===== src/rtl/mem_arbiter_pkg.sv =====
// -----------------------------------------------------------------------------
// mem_arbiter_pkg
// Shared definitions for the two-port memory arbiter:
//   - MEM_CMD_READ / MEM_CMD_WRITE : command encoding, identical to `memory`.
//   - mem_arb_state_t              : arbiter FSM states (IDLE, ISSUE, WAIT).
//   - mem_arb_rr_next()            : round-robin pointer update rule.
// -----------------------------------------------------------------------------
package mem_arbiter_pkg;

  // Command encoding shared with the memory model.
  localparam logic MEM_CMD_READ  = 1'b0;
  localparam logic MEM_CMD_WRITE = 1'b1;

  // Number of requesters sharing the memory port.
  localparam int MEM_ARB_PORTS = 2;

  typedef enum logic [1:0] {
    MEM_ARB_IDLE  = 2'd0,
    MEM_ARB_ISSUE = 2'd1,
    MEM_ARB_WAIT  = 2'd2
  } mem_arb_state_t;

  // After serving port G, priority moves to the other port.
  function automatic logic mem_arb_rr_next(input logic served);
    return ~served;
  endfunction

endpackage


===== src/rtl/mem_arbiter_pick.sv =====
// -----------------------------------------------------------------------------
// mem_arb_pick
// Combinational two-input picker.
//   i_valid[1:0] : request valid per port (bit N = port N)
//   i_ptr        : port that wins when both are valid
//   o_grant      : index of the selected port (meaningful when o_any)
//   o_any        : at least one port is requesting
// -----------------------------------------------------------------------------
module mem_arb_pick (
  input  logic [1:0] i_valid,
  input  logic       i_ptr,
  output logic       o_grant,
  output logic       o_any
);

  always_comb begin
    o_any   = |i_valid;
    o_grant = 1'b0;
    if (i_valid[0] && i_valid[1]) begin
      // Contention: the pointer decides.
      o_grant = i_ptr;
    end else if (i_valid[1]) begin
      o_grant = 1'b1;
    end
  end

endmodule


===== src/rtl/mem_arbiter.sv =====
// -----------------------------------------------------------------------------
// mem_arbiter
// Shares a single `memory` request/response port between two requesters
// (port 0: instruction fetch, port 1: load/store unit). Exactly one
// transaction is in flight; its response is routed back to the issuer.
//
// Optional feature macro: MEM_ARB_ROUND_ROBIN_EN
//   defined   : 1-bit round-robin pointer, priority to the port not served last
//   undefined : fixed priority, port 0 always wins (no pointer state)
//
// Ports:
//   clk, reset                    clock, asynchronous active-low reset
//   i_reqN_address/cmd/data/valid request from requester N
//   o_reqN_ready                  request accepted when valid && ready (IDLE only)
//   o_reqN_res_valid              response valid for requester N
//   i_reqN_res_ready              requester N can take the response
//   o_res_data                    response data, shared by both requesters
//   o_mem_address/cmd/data/valid  request to memory (held through ISSUE)
//   i_mem_ready                   memory accepts the request
//   i_mem_res_valid, i_mem_data   memory response
//   o_mem_res_ready               response ready towards memory
//   o_grant                       owning requester, valid while o_busy
//   o_busy                        high in ISSUE and WAIT
// -----------------------------------------------------------------------------
module mem_arbiter
  import mem_arbiter_pkg::*;
#(
  parameter int ADDRESS_WIDTH = 32,
  parameter int DATA_WIDTH    = 32
) (
  input  logic                     clk,
  input  logic                     reset,

  input  logic [ADDRESS_WIDTH-1:0] i_req0_address,
  input  logic                     i_req0_cmd,
  input  logic [DATA_WIDTH-1:0]    i_req0_data,
  input  logic                     i_req0_valid,
  output logic                     o_req0_ready,
  output logic                     o_req0_res_valid,
  input  logic                     i_req0_res_ready,

  input  logic [ADDRESS_WIDTH-1:0] i_req1_address,
  input  logic                     i_req1_cmd,
  input  logic [DATA_WIDTH-1:0]    i_req1_data,
  input  logic                     i_req1_valid,
  output logic                     o_req1_ready,
  output logic                     o_req1_res_valid,
  input  logic                     i_req1_res_ready,

  output logic [DATA_WIDTH-1:0]    o_res_data,

  output logic [ADDRESS_WIDTH-1:0] o_mem_address,
  output logic                     o_mem_cmd,
  output logic [DATA_WIDTH-1:0]    o_mem_data,
  output logic                     o_mem_valid,
  input  logic                     i_mem_ready,
  input  logic                     i_mem_res_valid,
  input  logic [DATA_WIDTH-1:0]    i_mem_data,
  output logic                     o_mem_res_ready,

  output logic                     o_grant,
  output logic                     o_busy
);

  mem_arb_state_t r_state;
  mem_arb_state_t w_state_next;

  // Latched transaction
  logic                     r_grant;
  logic [ADDRESS_WIDTH-1:0] r_addr;
  logic                     r_cmd;
  logic [DATA_WIDTH-1:0]    r_data;

  // Per-port views of the requester handshakes
  logic [MEM_ARB_PORTS-1:0] w_valid;
  logic [MEM_ARB_PORTS-1:0] w_res_ready;
  logic [MEM_ARB_PORTS-1:0] w_ready;
  logic [MEM_ARB_PORTS-1:0] w_res_valid;

  logic                     w_ptr;
  logic                     w_pick_grant;
  logic                     w_pick_any;
  logic                     w_offer;       // IDLE and out of reset: readies may rise
  logic                     w_accept;      // request handshake this cycle
  logic                     w_res_fire;    // response handshake this cycle
  logic                     w_route_valid; // response valid for the owner
  logic                     w_own_res_ready;

  logic [ADDRESS_WIDTH-1:0] w_sel_addr;
  logic                     w_sel_cmd;
  logic [DATA_WIDTH-1:0]    w_sel_data;

  assign w_valid     = {i_req1_valid, i_req0_valid};
  assign w_res_ready = {i_req1_res_ready, i_req0_res_ready};

  // ---------------------------------------------------------------------------
  // Arbitration pointer
  // ---------------------------------------------------------------------------
`ifdef MEM_ARB_ROUND_ROBIN_EN
  logic r_ptr;

  always_ff @(posedge clk or negedge reset) begin
    if (!reset) begin
      r_ptr <= 1'b0;
    end else if (w_res_fire) begin
      r_ptr <= mem_arb_rr_next(r_grant);
    end
  end

  assign w_ptr = r_ptr;
`else
  // Fixed priority: contention always resolves to port 0.
  assign w_ptr = 1'b0;
`endif

  mem_arb_pick u_pick (
    .i_valid (w_valid),
    .i_ptr   (w_ptr),
    .o_grant (w_pick_grant),
    .o_any   (w_pick_any)
  );

  // Winner's request fields
  assign w_sel_addr = w_pick_grant ? i_req1_address : i_req0_address;
  assign w_sel_cmd  = w_pick_grant ? i_req1_cmd     : i_req0_cmd;
  assign w_sel_data = w_pick_grant ? i_req1_data    : i_req0_data;

  assign w_own_res_ready = r_grant ? w_res_ready[1] : w_res_ready[0];

  // ---------------------------------------------------------------------------
  // FSM: state register
  // ---------------------------------------------------------------------------
  always_ff @(posedge clk or negedge reset) begin
    if (!reset) begin
      r_state <= MEM_ARB_IDLE;
    end else begin
      r_state <= w_state_next;
    end
  end

  // ---------------------------------------------------------------------------
  // FSM: next state and outputs
  // ---------------------------------------------------------------------------
  always_comb begin
    w_state_next    = r_state;
    w_offer         = 1'b0;
    w_route_valid   = 1'b0;
    o_mem_valid     = 1'b0;
    o_mem_res_ready = 1'b0;
    o_res_data      = '0;

    case (r_state)
      MEM_ARB_IDLE: begin
        // The readies are combinational from the valids, so they are also
        // qualified by reset to keep them at 0 while reset is asserted.
        w_offer = reset;
        if (w_pick_any) begin
          w_state_next = MEM_ARB_ISSUE;
        end
      end

      MEM_ARB_ISSUE: begin
        o_mem_valid = 1'b1;
        if (i_mem_ready) begin
          w_state_next = MEM_ARB_WAIT;
        end
      end

      MEM_ARB_WAIT: begin
        // Zero-latency pass-through of the response to the owner.
        w_route_valid   = i_mem_res_valid;
        o_mem_res_ready = w_own_res_ready;
        o_res_data      = i_mem_data;
        if (i_mem_res_valid && w_own_res_ready) begin
          w_state_next = MEM_ARB_IDLE;
        end
      end

      default: begin
        w_state_next = MEM_ARB_IDLE;
      end
    endcase
  end

  assign w_accept   = w_offer && w_pick_any;
  assign w_res_fire = w_route_valid && w_own_res_ready;

  // ---------------------------------------------------------------------------
  // Per-port ready / response-valid steering
  // ---------------------------------------------------------------------------
  generate
    for (genvar gi = 0; gi < MEM_ARB_PORTS; gi++) begin : g_port
      localparam logic PORT_ID = (gi == 1);
      assign w_ready[gi]     = w_offer && w_valid[gi] && (w_pick_grant == PORT_ID);
      assign w_res_valid[gi] = w_route_valid && (r_grant == PORT_ID);
    end
  endgenerate

  assign o_req0_ready     = w_ready[0];
  assign o_req1_ready     = w_ready[1];
  assign o_req0_res_valid = w_res_valid[0];
  assign o_req1_res_valid = w_res_valid[1];

  // ---------------------------------------------------------------------------
  // Request latch: captured on accept, held through ISSUE and WAIT
  // ---------------------------------------------------------------------------
  always_ff @(posedge clk or negedge reset) begin
    if (!reset) begin
      r_grant <= 1'b0;
      r_addr  <= '0;
      r_cmd   <= MEM_CMD_READ;
      r_data  <= '0;
    end else if (w_accept) begin
      r_grant <= w_pick_grant;
      r_addr  <= w_sel_addr;
      r_cmd   <= w_sel_cmd;
      r_data  <= w_sel_data;
    end
  end

  assign o_mem_address = r_addr;
  assign o_mem_cmd     = r_cmd;
  assign o_mem_data    = r_data;
  assign o_grant       = r_grant;
  assign o_busy        = (r_state != MEM_ARB_IDLE);

endmodule


===== config.mk =====
export PLATFORM = sky130hd
export DESIGN_NAME = mem_arbiter
export DESIGN_NICKNAME = d
export VERILOG_FILES = /design/src/rtl/mem_arbiter_pkg.sv /design/src/rtl/mem_arbiter_pick.sv /design/src/rtl/mem_arbiter.sv
export SDC_FILE = /design/constraint.sdc
export NUM_CORES = 1
export LEC_CHECK = 0
export CAP_MARGIN = 10
export CELL_PAD_IN_SITES_DETAIL_PLACEMENT = 1
export CELL_PAD_IN_SITES_GLOBAL_PLACEMENT = 1
export CORE_MARGIN = 2
export CORE_UTILIZATION = 29
export CTS_BUF_LIST = sky130_fd_sc_hd__clkbuf_8
export CTS_CLUSTER_DIAMETER = 120
export CTS_CLUSTER_SIZE = 16
export DETAILED_ROUTE_END_ITERATION = 8
export PLACE_DENSITY_LB_ADDON = 0.25
export RECOVER_POWER = 50
export SLEW_MARGIN = 20
export SYNTH_ARGS = -nofsm -noshare
export SYNTH_HDL_FRONTEND = slang
export SYNTH_SLANG_ARGS = --single-unit

===== constraint.sdc =====
create_clock -name clk -period 2.56 [get_ports clk]
set_clock_uncertainty 0.1 [all_clocks]
set_input_delay 0.256 -clock clk [delete_from_list [all_inputs] [get_ports clk]]
set_output_delay 0.256 -clock clk [all_outputs]
set_load 0.01 [all_outputs]

# Word-level counts from Yosys, hierarchy flattened

Cells that the tools add are included.

Flip-flop bits (word level): 68
Input port bits: 170
Output and inout port bits: 105
Word-level logic and storage cells: 40

Equal/unequal tests: 5
Multiplexer cells: 15
Bitwise gates (word level): 2
Reduce and logical (&&, ||, !) cells: 13

Operators with widths:

| kind                 | number |
|---|---|
| $mux W32             | 3 |
| $logic_and A1 B1 Y1  | 9 |
| $mux W1              | 8 |
| $mux W2              | 3 |
| $ne A2 B2 Y1 const B | 3 |
| $pmux W2 S3          | 1 |
| $reduce_and A3 Y1    | 1 |
| $eq A2 B1 Y1 const B | 1 |
| $eq A2 B2 Y1 const B | 1 |
| $logic_not A2 Y1     | 1 |
| $not A1 Y1           | 2 |
| $reduce_bool A2 Y1   | 1 |
| $reduce_or A2 Y1     | 1 |

# Logic depth before layout (Yosys ltp)

Word-level depth: 4
Depth in mapped cells: 5
Mapped depth without buffers: 3

# By module

Synthesis repeated with hierarchy kept, for this count alone.

Cells, all modules: 343
Area total of the unflattened synthesis: 3514.6 um^2

By module, submodules not included:

| module       | times used | cells each | area an instance (um^2) | sequential area each (um^2) |
|---|---|---|---|---|
| mem_arbiter  | 1          | 340        | 3497.1                  | 1701.6 |
| mem_arb_pick | 1          | 3          | 17.5                    | 0.0 |

# Worst setup path before layout

Ideal clock, no wire load.

Kind: reg2reg
From: register r_state[0]
To: register r_addr[24], in the netlist o_mem_address[24]
Library setup time: 0.128 ns
Arrival time: 1.440 ns
Required time: 2.332 ns
Setup slack: 0.892 ns
Cell stages (with the launch flop): 6
Clock period less this slack: 1.668 ns
Path through: dfrtp_1 -> nor3b_2 -> o21a_1 -> buf_6 -> buf_8 -> mux2_1

Longest elaborated chain between the ends: 3

Ends and longest elaborated chain:

| item                   | RTL line           | source |
|---|---|---|
| start, declared        | mem_arbiter.sv:65  | `mem_arb_state_t r_state;` |
| start signal, assigned | mem_arbiter.sv:137 | `r_state <= w_state_next;` |
| $logic_not A2 Y1       | mem_arbiter.sv:152 | `case (r_state)` |
| $mux W1                | mem_arbiter.sv:152 |  |
| $logic_and A1 B1 Y1    | mem_arbiter.sv:185 | `assign w_accept = w_offer && w_pick_any;` |
| end signal, assigned   | mem_arbiter.sv:215 | `r_addr <= w_sel_addr;` |
| end, declared          | mem_arbiter.sv:70  | `logic [ADDRESS_WIDTH-1:0] r_addr;` |

No other way between the ends.
A chain may end at the register's enable or synchronous reset.

# Final worst setup path

From: register r_state[1]
To: output o_res_data[13]

Longest elaborated chain between the ends: 2

Ends and longest elaborated chain:

| item          | RTL line           | source |
|---|---|---|
| $eq A2 B2 Y1  | mem_arbiter.sv:152 |  |
| $mux W32      | mem_arbiter.sv:152 |  |
| end, declared | mem_arbiter.sv:50  | `output logic [DATA_WIDTH-1:0] o_res_data,` |

No other way between the ends.

==> tab_implementation.tex <==
\begin{tabular}{lr}
\hline
Metric & Value \\
\hline
\multicolumn{2}{l}{\textbf{Routing}} \\
Via Count & 3216 \\
Total wirelength of the detailed-routed design & 12990 um \\
Mean routed wirelength per cell & 17.97 um \\
Vias per Instance & 4.448 \\
Drc violations & 0 \\
First-pass DRT Iterations & 4 \\
Violation count after the first detailed-route iteration & 97 \\
Routed Antenna Nets & 0 \\
\multicolumn{2}{l}{\textbf{Placed design}} \\
PortBufs & $\sim$270 \\
RePlAce Congestion & 0.7507 \\
Inst Count DP & between 700 and 800 \\
Hpwl dp & between 10000 and 15000 um \\
\multicolumn{2}{l}{\textbf{Worst setup path}} \\
Crit start category & register \\
Crit path DAT & 2010 ps \\
Worst Reg-to-Reg Cells & 4 \\
Crit. End Element & primary output \\
Required @ worst endpoint & 2200 ps \\
R2R setup slack & around 520 ps \\
CP Class & register to primary output \\
Maximum fanout count along the critical path & 35 \\
\multicolumn{2}{l}{\textbf{Global routing}} \\
GR Layer Usage met1 & 19.44\% \\
GR met2 Demand/Resource & 33.37\% \\
Via count of the first global-routing pass & about 3700 \\
GR Layer Usage met3 & 4.811\% \\
Number of antenna violations at the first check in global routing & 1 \\
First-pass GRT wire length & 19930 um \\
Gr busiest metal & met2 \\
Overall global routing resource usage & 17.84\% \\
Pin count of the biggest net entering global routing & 69 \\
Total grt overflow & 0 \\
\multicolumn{2}{l}{\textbf{Floorplan}} \\
Cell Rows & 42 \\
Placeable Area & 13300 um\^{}2 \\
Width of the die & around 120 um \\
Height of the chip & $\sim$120 um \\
I/O Pins & 275 \\
Die Footprint & between 10000 and 15000 um\^{}2 \\
Initial cell density of the core & 29.71\% \\
\multicolumn{2}{l}{\textbf{Clocking}} \\
TritonCTS clock tree & built \\
Cell at the root of the clock tree & sky130\_fd\_sc\_hd\_\_clkbuf\_8 \\
Post-CTS setup buffer count & 0 \\
Buffers from clock root to sink, at most & 2 \\
Clock Pin Slew Worst Setup and Hold Paths & 70 ps \\
CTS Buf Count & 9 \\
H-Tree Depth & 3 \\
Cts repair resizes & 0 \\
TritonCTS sink count & 68 \\
Hold Buf Count CTS & 0 \\
Clock insertion delay at the later pin of the skew report & 340 ps \\
\multicolumn{2}{l}{\textbf{STA}} \\
Tightest hold margin & 380.5 ps \\
Final hold viol count & 0 \\
Setup violation total in the final timing report & 0 \\
Count of pins over their slew limit & 69 \\
Portion of the clock cycle consumed by the worst path in the final layout & between 90 and 100\% \\
Slew @ Worst Pin & 1725 ps \\
RSZ-0062 raised after global routing & no \\
Final critical-path required period & 2363 ps \\
Post-Route Setup TNS & 0 ps \\
Fmax achieved & 423.2 MHz \\
Slew headroom & -14.99\% \\
\multicolumn{2}{l}{\textbf{Synthesis}} \\
Dominant register cell in the synthesized netlist & sky130\_fd\_sc\_hd\_\_dfrtp\_1 \\
Number of enable-type register cells in the synthesized netlist & 0 \\
Top cells by area, synth & sky130\_fd\_sc\_hd\_\_dfrtp\_1 (43\%), sky130\_fd\_sc\_hd\_\_mux2\_4 (30\%), sky130\_fd\_sc\_hd\_\_mux2\_2 (12\%) \\
Count of warnings emitted by yosys & 0 \\
Most area-hungry cell type in the Yosys netlist & sky130\_fd\_sc\_hd\_\_dfrtp\_1 \\
Count of mapped cells out of synthesis & 268 \\
Largest family of logic cells by synthesized area & multiplexers \\
Syn nets & 438 \\
Post-synthesis compound-gate area fraction & less than 1\% \\
Post-synthesis area per instance & 14.74 um\^{}2 \\
Xor/xnor cell area share of the yosys netlist & 0\% \\
Proportion of synthesized chip area in sequential cells & 43.08\% \\
Area share of the leading cell type in the synthesized netlist & 43.08\% \\
Register bit total from synthesis & between 60 and 70 \\
Post-synthesis share of cell area spent on full adders, half adders and majority gates & 0\% \\
Number of unique standard cell types used by synthesis & 22 \\
FFs w/ async S/R, synth & 100.0\% \\
Combined area of all synthesized cells & 3950 um\^{}2 \\
Multiplexer share of the synthesized area & 44.73\% \\
Post-synthesis simple-gate area fraction & 7.159\% \\
\multicolumn{2}{l}{\textbf{Hold path}} \\
Hold/Removal Path Class & register to register \\
Hold Path Cell Cnt & 1 \\
\multicolumn{2}{l}{\textbf{Final layout}} \\
Finished Layout Cells & 723 \\
Most frequent standard cell in the layout excluding fill and tap cells & sky130\_fd\_sc\_hd\_\_clkdlybuf4s50\_1 \\
Commonest cells after routing, fill and taps aside & sky130\_fd\_sc\_hd\_\_clkdlybuf4s50\_1 (224), sky130\_fd\_sc\_hd\_\_mux2\_4 (78), sky130\_fd\_sc\_hd\_\_dfrtp\_1 (68) \\
Share of post-route cells with drive strength above 1 & 26.19\% \\
Layout Area Growth over Synthesis & 78.11\% \\
Nets@finish & 711 \\
\multicolumn{2}{l}{\textbf{Job}} \\
Max-cap violations & 1 \\
\multicolumn{2}{l}{\textbf{Power}} \\
Worst IR Drop VDD & 0.6146 mV \\
Static leakage power & just under 0.003 uW \\
Power Dens Cells & 867.7 nW/um\^{}2 \\
\multicolumn{2}{l}{\textbf{Outcome}} \\
Violated checks & capacitance limit, slew limit \\
Run status & complete, but fails checks \\
\hline
\end{tabular}
[power breakdown]
| part | switching, uW | total, uW | internal, uW |
|---|---|---|---|
| Clock | 403 | 969 | 567 |
| Combinational | 1150 | 3170 | 2020 |
| Sequential | 337 | 1960 | 1630 |
| Total | 1890 | 6100 | 4210 |
[critical path, cell delays in order (launching register included)]
cell and delay (ps):
sky130_fd_sc_hd__dfrtp_1 470, sky130_fd_sc_hd__nor2b_1 160, sky130_fd_sc_hd__buf_4 270, sky130_fd_sc_hd__and2_1 210, sky130_fd_sc_hd__clkdlybuf4s50_1 550
[Yosys cell counts, types with 2 or more instances]
cell type,count
sky130_fd_sc_hd__mux2_4,78
sky130_fd_sc_hd__dfrtp_1,68
sky130_fd_sc_hd__mux2_2,41
sky130_fd_sc_hd__and2_1,34
sky130_fd_sc_hd__mux2_1,11
sky130_fd_sc_hd__buf_6,7
sky130_fd_sc_hd__buf_8,4
sky130_fd_sc_hd__nor2b_1,4
sky130_fd_sc_hd__buf_2,3
sky130_fd_sc_hd__clkbuf_1,3
sky130_fd_sc_hd__nand2_1,2
sky130_fd_sc_hd__nor2_1,2
sky130_fd_sc_hd__o21ai_0,2
[routing by layer]
metal  vias up  part of all wire (%)
li1       1485                     -
met1      1570                    37
met2       150                    54
met3        11                   7.8
met4         0                   1.4
met5         -                     0
[kinds of logic after synthesis]
group | count (synthesis)
muxes | 131
DFF | 68
and+or+nand+nor | 46
buffers and inverters | 18
AOI/OAI and AO/OA | 5
[stage by stage]
step	util, %	total power (uW)	setup slack, ps	instance area (um^2)
floorplan	-	3459	892.3	3950
finish	52.92	6105	196.9	7036
global route	52.92	6458	88.46	7036
global placement	51.30	5280	344.3	6820
CTS	52.93	6383	143.8	7037
detailed placement	51.30	5354	279.7	6820
[flip-flops by register name, indices dropped and copies added (netlist names)]
name	flops
r_state	2
o_mem_address	32
o_mem_cmd	1
o_grant	1
o_mem_data	32
[cell type report]
type                    instances  area [um^2]
diodes                          1        2.502
fillers                      1366         6260
inverters                       1        3.754
flip-flops and latches         68         1702
clock inverters                 6        78.83
multi-input cells             182         2095
repair buffers                279         2796
well taps                     176        220.2
clock buffers                  10        137.6
[final timing paths]
path,start,end
worst max-delay path,r_state[1],o_res_data[13]
worst min-delay path,o_mem_address[20],o_mem_address[20]
worst max register to register,r_state[0],o_mem_address[9]
worst min register to register,o_mem_address[20],o_mem_address[20]
max in group asynchronous,reset,o_mem_address[17]
min in group asynchronous,reset,o_mem_data[5]
(Power assumes the default switching activity.)
